File: src/rtl/som_comutador_pkg.sv
// ----------------------------------------------------------------------------
// som_comutador_pkg
//   Shared definitions for the speaker source switcher: source codes, FSM
//   state encodings and the grant encoder used by the input stage. The
//   priority selector bench imports the same source codes.
// ----------------------------------------------------------------------------
package som_comutador_pkg;

    // Speaker source codes as seen on src_o.
    typedef enum logic [1:0] {
        SRC_NONE  = 2'b00,
        SRC_TV    = 2'b01,
        SRC_PC    = 2'b10,
        SRC_ALEXA = 2'b11
    } src_t;

    // Output FSM states.
    typedef enum logic [1:0] {
        ST_SILENT = 2'b00,
        ST_GAP    = 2'b01,
        ST_PLAY   = 2'b10
    } state_t;

    // Encoded view of the three grant lines.
    typedef struct packed {
        src_t code;   // source code when at most one grant is high
        logic multi;  // two or more grants high at once
    } grant_t;

    // Turns the one-hot grant lines into a source code and flags a broken
    // one-hot pattern. The code is only meaningful when multi is low.
    function automatic grant_t encode_grant(input logic tv, input logic pc, input logic alexa);
        grant_t g;
        g.multi = (tv & pc) | (tv & alexa) | (pc & alexa);
        if (tv) begin
            g.code = SRC_TV;
        end else if (pc) begin
            g.code = SRC_PC;
        end else if (alexa) begin
            g.code = SRC_ALEXA;
        end else begin
            g.code = SRC_NONE;
        end
        return g;
    endfunction

endpackage

File: src/rtl/som_contador_tempo.sv
// ----------------------------------------------------------------------------
// som_contador_tempo
//   CW-bit up-counter shared by the hold and gap phases of the switcher.
//   Ports:
//     clk    in   system clock, rising edge
//     rst_n  in   asynchronous reset, active low (count -> 0)
//     clr    in   synchronous clear, wins over enable
//     en     in   count enable
//     lim    in   saturation limit; the count never passes this value
//     q      out  current count
// ----------------------------------------------------------------------------
module som_contador_tempo #(
    parameter int CW = 4
) (
    input  logic          clk,
    input  logic          rst_n,
    input  logic          clr,
    input  logic          en,
    input  logic [CW-1:0] lim,
    output logic [CW-1:0] q
);

    // NOTE: sequential state is written with non-blocking assignments only,
    // so every flop samples the pre-edge values of its neighbours.
    always_ff @(posedge clk or negedge rst_n) begin
        if (!rst_n) begin
            q <= '0;
        end else if (clr) begin
            q <= '0;
        end else if (en && (q != lim)) begin
            q <= q + 1'b1;
        end
    end

endmodule

File: src/rtl/som_comutador.sv
// ----------------------------------------------------------------------------
// som_comutador
//   Output stage after the sound priority selector. Takes the one-hot grant
//   (TV, PC, ALEXA) and drives the speaker source select, guaranteeing a
//   minimum play time per source and a muted gap on every change.
//
//   Stage 1 registers the encoded grant into req_q (a multi-grant cycle keeps
//   req_q and pulses err_o). Stage 2 is a SILENT/GAP/PLAY FSM with all
//   outputs registered; one shared timer serves both the gap and the hold.
//
//   Optional feature: define SOM_CONTADOR_EN to add the cnt_o switch counter.
//
//   Ports:
//     clk       in   system clock, rising edge
//     rst_n     in   asynchronous reset, active low
//     tv_i      in   grant to TV
//     pc_i      in   grant to PC
//     alexa_i   in   grant to ALEXA
//     src_o     out  active source: 00 none, 01 TV, 10 PC, 11 ALEXA
//     mute_o    out  speaker mute, 1 = muted
//     switch_o  out  one-cycle pulse when src_o takes a new non-none value
//     err_o     out  one-cycle pulse after a cycle with more than one grant
//     cnt_o     out  saturating switch counter (SOM_CONTADOR_EN only)
// ----------------------------------------------------------------------------
module som_comutador
    import som_comutador_pkg::*;
#(
    parameter int HOLD_CYC = 8,
    parameter int GAP_CYC  = 4,
    parameter int CW       = 4
) (
    input  logic       clk,
    input  logic       rst_n,
    input  logic       tv_i,
    input  logic       pc_i,
    input  logic       alexa_i,
    output logic [1:0] src_o,
    output logic       mute_o,
    output logic       switch_o,
    output logic       err_o
`ifdef SOM_CONTADOR_EN
    ,
    output logic [7:0] cnt_o
`endif
);

    localparam logic [CW-1:0] HOLD_LIM = CW'(HOLD_CYC - 1);
    localparam logic [CW-1:0] GAP_LIM  = CW'(GAP_CYC - 1);

    // ------------------------------------------------------------------
    // Stage 1: grant encoding and request register
    // ------------------------------------------------------------------
    grant_t grant;
    src_t   req_q;

    assign grant = encode_grant(tv_i, pc_i, alexa_i);

    always_ff @(posedge clk or negedge rst_n) begin
        if (!rst_n) begin
            req_q <= SRC_NONE;
            err_o <= 1'b0;
        end else begin
            err_o <= grant.multi;
            // An illegal multi-grant cycle is ignored rather than guessed at.
            if (!grant.multi) begin
                req_q <= grant.code;
            end
        end
    end

    // ------------------------------------------------------------------
    // Shared phase timer
    // ------------------------------------------------------------------
    logic          tmr_clr;
    logic          tmr_en;
    logic [CW-1:0] tmr_lim;
    logic [CW-1:0] tmr_q;

    som_contador_tempo #(
        .CW (CW)
    ) u_tempo (
        .clk   (clk),
        .rst_n (rst_n),
        .clr   (tmr_clr),
        .en    (tmr_en),
        .lim   (tmr_lim),
        .q     (tmr_q)
    );

    // ------------------------------------------------------------------
    // Stage 2: output FSM
    // ------------------------------------------------------------------
    state_t state_q, state_d;
    src_t   src_q, src_d;
    logic   mute_q, mute_d;
    logic   switch_q, switch_d;

    always_ff @(posedge clk or negedge rst_n) begin
        if (!rst_n) begin
            state_q  <= ST_SILENT;
            src_q    <= SRC_NONE;
            mute_q   <= 1'b1;
            switch_q <= 1'b0;
        end else begin
            state_q  <= state_d;
            src_q    <= src_d;
            mute_q   <= mute_d;
            switch_q <= switch_d;
        end
    end

    // NOTE: every signal written here gets a default first, so no path can
    // leave one unassigned and infer a latch.
    always_comb begin
        state_d  = state_q;
        src_d    = src_q;
        mute_d   = mute_q;
        switch_d = 1'b0;
        tmr_clr  = 1'b0;
        tmr_en   = 1'b0;
        tmr_lim  = GAP_LIM;

        unique case (state_q)
            ST_SILENT: begin
                mute_d  = 1'b1;
                src_d   = SRC_NONE;
                // Keep the timer at zero so GAP starts counting from 0.
                tmr_clr = 1'b1;
                if (req_q != SRC_NONE) begin
                    state_d = ST_GAP;
                end
            end

            ST_GAP: begin
                mute_d  = 1'b1;
                tmr_lim = GAP_LIM;
                if (tmr_q == GAP_LIM) begin
                    // Only the request present at the end of the gap counts.
                    tmr_clr = 1'b1;
                    if (req_q == SRC_NONE) begin
                        state_d = ST_SILENT;
                        src_d   = SRC_NONE;
                    end else begin
                        state_d  = ST_PLAY;
                        src_d    = req_q;
                        mute_d   = 1'b0;
                        switch_d = 1'b1;
                    end
                end else begin
                    tmr_en = 1'b1;
                end
            end

            ST_PLAY: begin
                mute_d  = 1'b0;
                tmr_lim = HOLD_LIM;
                // A differing request waits here until the hold expires; if
                // it reverts to src_q in the meantime nothing happens.
                if ((req_q != src_q) && (tmr_q == HOLD_LIM)) begin
                    state_d = ST_GAP;
                    mute_d  = 1'b1;
                    tmr_clr = 1'b1;
                end else begin
                    tmr_en = 1'b1;
                end
            end

            default: begin
                state_d = ST_SILENT;
                src_d   = SRC_NONE;
                mute_d  = 1'b1;
                tmr_clr = 1'b1;
            end
        endcase
    end

    assign src_o    = src_q;
    assign mute_o   = mute_q;
    assign switch_o = switch_q;

`ifdef SOM_CONTADOR_EN
    // ------------------------------------------------------------------
    // Optional saturating switch counter
    // ------------------------------------------------------------------
    logic [7:0] cnt_q;

    always_ff @(posedge clk or negedge rst_n) begin
        if (!rst_n) begin
            cnt_q <= 8'd0;
        end else if (switch_q && (cnt_q != 8'hFF)) begin
            cnt_q <= cnt_q + 8'd1;
        end
    end

    assign cnt_o = cnt_q;
`endif

endmodule
File: config.mk
export PLATFORM = sky130hd
export DESIGN_NAME = som_comutador
export DESIGN_NICKNAME = d
export VERILOG_FILES = /design/src/rtl/som_comutador_pkg.sv /design/src/rtl/som_contador_tempo.sv /design/src/rtl/som_comutador.sv
export SDC_FILE = /design/constraint.sdc
export NUM_CORES = 1
export LEC_CHECK = 0
export ABC_AREA = 0
export ABC_CLOCK_PERIOD_IN_PS = 3600
export BUFFER_PORTS_ARGS = -buffer_cell sky130_fd_sc_hd__clkbuf_2
export CAP_MARGIN = 20
export CORE_AREA = 2 2 39 41
export DETAILED_ROUTE_END_ITERATION = 7
export DIE_AREA = 0 0 41 43
export PLACE_DENSITY_LB_ADDON = 0.12
export SLEW_MARGIN = 20
export SYNTH_ARGS = -nofsm -noshare
export SYNTH_HDL_FRONTEND = slang
export SYNTH_SLANG_ARGS = --single-unit
File: constraint.sdc
create_clock -name clk -period 3.6 [get_ports clk]
set_input_delay 0.36 -clock clk [delete_from_list [all_inputs] [get_ports clk]]
set_output_delay 0.36 -clock clk [all_outputs]
set_load 0.02 [all_outputs]
==> flow_metrics.env <==
export IMPL_status="completed"
export IMPL_slowest_delay_ps=420
export IMPL_io_pins=10
export IMPL_cp_max_fo=6
export IMPL_globalRouteTotalUtil_pct=17.7
export IMPL_cp_num_buf_inv=1
export IMPL_seq_area_frac_synth_pct=46.4
export IMPL_port_buffer_count=9
export IMPL_slowest_stage="dfrtp_1"
export IMPL_final_setup_tns_ps=0
export IMPL_antenna_found_initial=0
export IMPL_slew_headroom_pct=73.9
export IMPL_yosys_area_top_type="dfrtp_1"
export IMPL_leakage_uw=0.000384
export IMPL_layout_min_cycle_time_ps=1770
export IMPL_startpoint="state_q[0]"
export IMPL_die_w_um=41
export IMPL_start_kind="register"
export IMPL_start_util_pct=50.9
export IMPL_grt_max_degree=14
export IMPL_wire_per_inst_um=13.2
export IMPL_worstHoldStart="pc_i"
export IMPL_dr_pass1_iters=4
export IMPL_initialDrtViolationCount=9
export IMPL_finalHoldViolations=0
export IMPL_die_h_um=43
export IMPL_clock_sinks=13
export IMPL_dp_hpwl_um=921
export IMPL_cellPowerDensity_nw_per_um2=553
export IMPL_syn_avg_cell_area_sq_um=11.0
export IMPL_finalSetupViolations=0
export IMPL_cap_violations=0
export IMPL_timing_fmax_mhz=564
export IMPL_syn_area_sq_um=704
export IMPL_synth_xor_area_share_pct=4.97
export IMPL_crit_type="register to register"
export IMPL_overflow=0
export IMPL_holdWs_ps=365
export IMPL_r2r_start="state_q[0]"
export IMPL_antennaDiodeCount=0
export IMPL_grt_pass1_vias=503
export IMPL_synthDistinctLibCells=28
export IMPL_nets=89
export IMPL_htree_levels=1
export IMPL_synth_top_family_by_area="simple AND/OR/NAND/NOR gates"
export IMPL_grt_first_pass_wirelength_um=2140
export IMPL_die_area_sq_um=1760
export IMPL_synthAdderAreaFrac_pct=10.3
export IMPL_worstPathCellList="inv_1, ha_1, and4b_1, nor3_2, nand4_1, mux2i_1"
export IMPL_synth_edf_count=0
export IMPL_cp_end_kind="register"
export IMPL_wl_um=1240
export IMPL_drv_slew=0
export IMPL_hp_class="primary input to register"
export IMPL_fin_crit_sh_pct=49.3
export IMPL_core_area_sq_um=1380
export IMPL_syn_to_final_growth_pct=14.4
export IMPL_synth_ff_type="dfrtp_1"
export IMPL_vias_per_cell=5.64
export IMPL_synthCells=64
export IMPL_clk_pin_slew_ps=80
export IMPL_synthSimpleGateAreaFrac_pct=21.3
export IMPL_worstSkewPairLatency_ps=270
export IMPL_globalplace_congestion=0.806
export IMPL_drc=0
export IMPL_final_common_cell="dfrtp_1"
export IMPL_crit_family="simple AND/OR/NAND/NOR gates"
export IMPL_synth_top_cell_area_share_pct=42.6
export IMPL_ir_worst_vdd_mv=0.305
export IMPL_numCtsBuffers=3
export IMPL_crit_arrival_ps=1940
export IMPL_netlist_top_cells_area="dfrtp_1, ha_1, nor2_1, dfstp_2, nand3_1"
export IMPL_synth_compound_area_share_pct=12.6
export IMPL_post_cts_buffers=0
export IMPL_ys_ff_latch=13
export IMPL_tritoncts="done"
export IMPL_num_rows=14
export IMPL_layout_drive_gt1_share_pct=19.2
export IMPL_cts_buffer_depth=2
export IMPL_vias=530
export IMPL_finalPower_uw=445
export IMPL_synth_fp_nets=74
export IMPL_final_cell_mix="dfrtp_1, clkbuf_2, nor2_1"
export IMPL_worst_pin_slew_ps=390
export IMPL_yosysWarnings=0
export IMPL_root_buffer="clkbuf_4"
export IMPL_synthMuxAreaShare_pct=2.84
export IMPL_async_flop_share_pct=100
export IMPL_required_ps=3760
export IMPL_fin_skew_ps=6.09
export IMPL_rsz0062_at_grt="no"
export IMPL_final_util_pct=58.2
export IMPL_antenna_left=0
[per-stage QoR]
step                      setup slack [ps]  cell area (sq um)  cells
after floorplan                       2020                704     64
after global placement                1890                769     89
after detailed placement              1860                769     89
after CTS                             1820                806     94
after global routing                  1700                806     94
final                                 1830                806     94
[final cells by class]
type / count / area [sq um]
Clock buffer: 4 / 26.3
Fill cell: 132 / 578
Inverter: 3 / 11.3
Multi-Input combinational cell: 48 / 367
Sequential cell: 13 / 327
Tap cell: 16 / 20.0
Timing Repair Buffer: 10 / 55.1
[state kept, by name, indices dropped and copies added, names as in the netlist]
name,cells
err_o,1
mute_o,1
req_q,2
src_o,2
state_q,2
switch_o,1
u_tempo.q,4
[Yosys cell counts, drive strengths merged, types with 2 or more instances]
cell / number
o21ai: 2
inv: 3
dfrtp: 12
xnor2: 2
a21oi: 2
o22a: 2
a22o: 2
mux2i: 2
xor2: 2
nor3b: 2
ha: 5
nand3: 5
nor2: 8
[where the power goes]
group	switching [uW]	internal (uW)	leakage (uW)	total [uW]
registers	20.3	172	0.000168	193
logic	95.0	69.0	0.000201	164
clock network	46.0	42.8	0.0000150	88.8
[layer usage]
layer | up-vias | global-route usage [%] | routed length, um
met4 | 0 | 6.00 | 9
met2 | 6 | 24.4 | 594
met5 | - | 0 | 0
met3 | 2 | 4.71 | 37
li1 | 269 | - | -
met1 | 253 | 26.3 | 599
[repair_timing]
action | CTS | global route
resized for setup | 0 | 0
hold endpoints to repair | 12 | 0
hold buffers | 1 | 0
[path summary, 6_finish.rpt]
kind                       depth (start not counted)  slack, ps      endpoint
max in group asynchronous                          2       2810        mute_o
setup reg to reg                                   6       1830  u_tempo.q[3]
hold reg to reg                                    2        560  u_tempo.q[1]
hold / removal                                     2        360      req_q[1]
setup / recovery                                   6       1830  u_tempo.q[3]
min in group asynchronous                          2        500  u_tempo.q[0]
[cell families after synthesis]
kind of cell,count (synthesis)
and+or+nand+nor,24
AOI/OAI and AO/OA,12
buffers and inverters,3
muxes,2
DFF,13
adders and majority gates,6
xor gates and xnor gates,4
(Power assumes the default switching activity.)
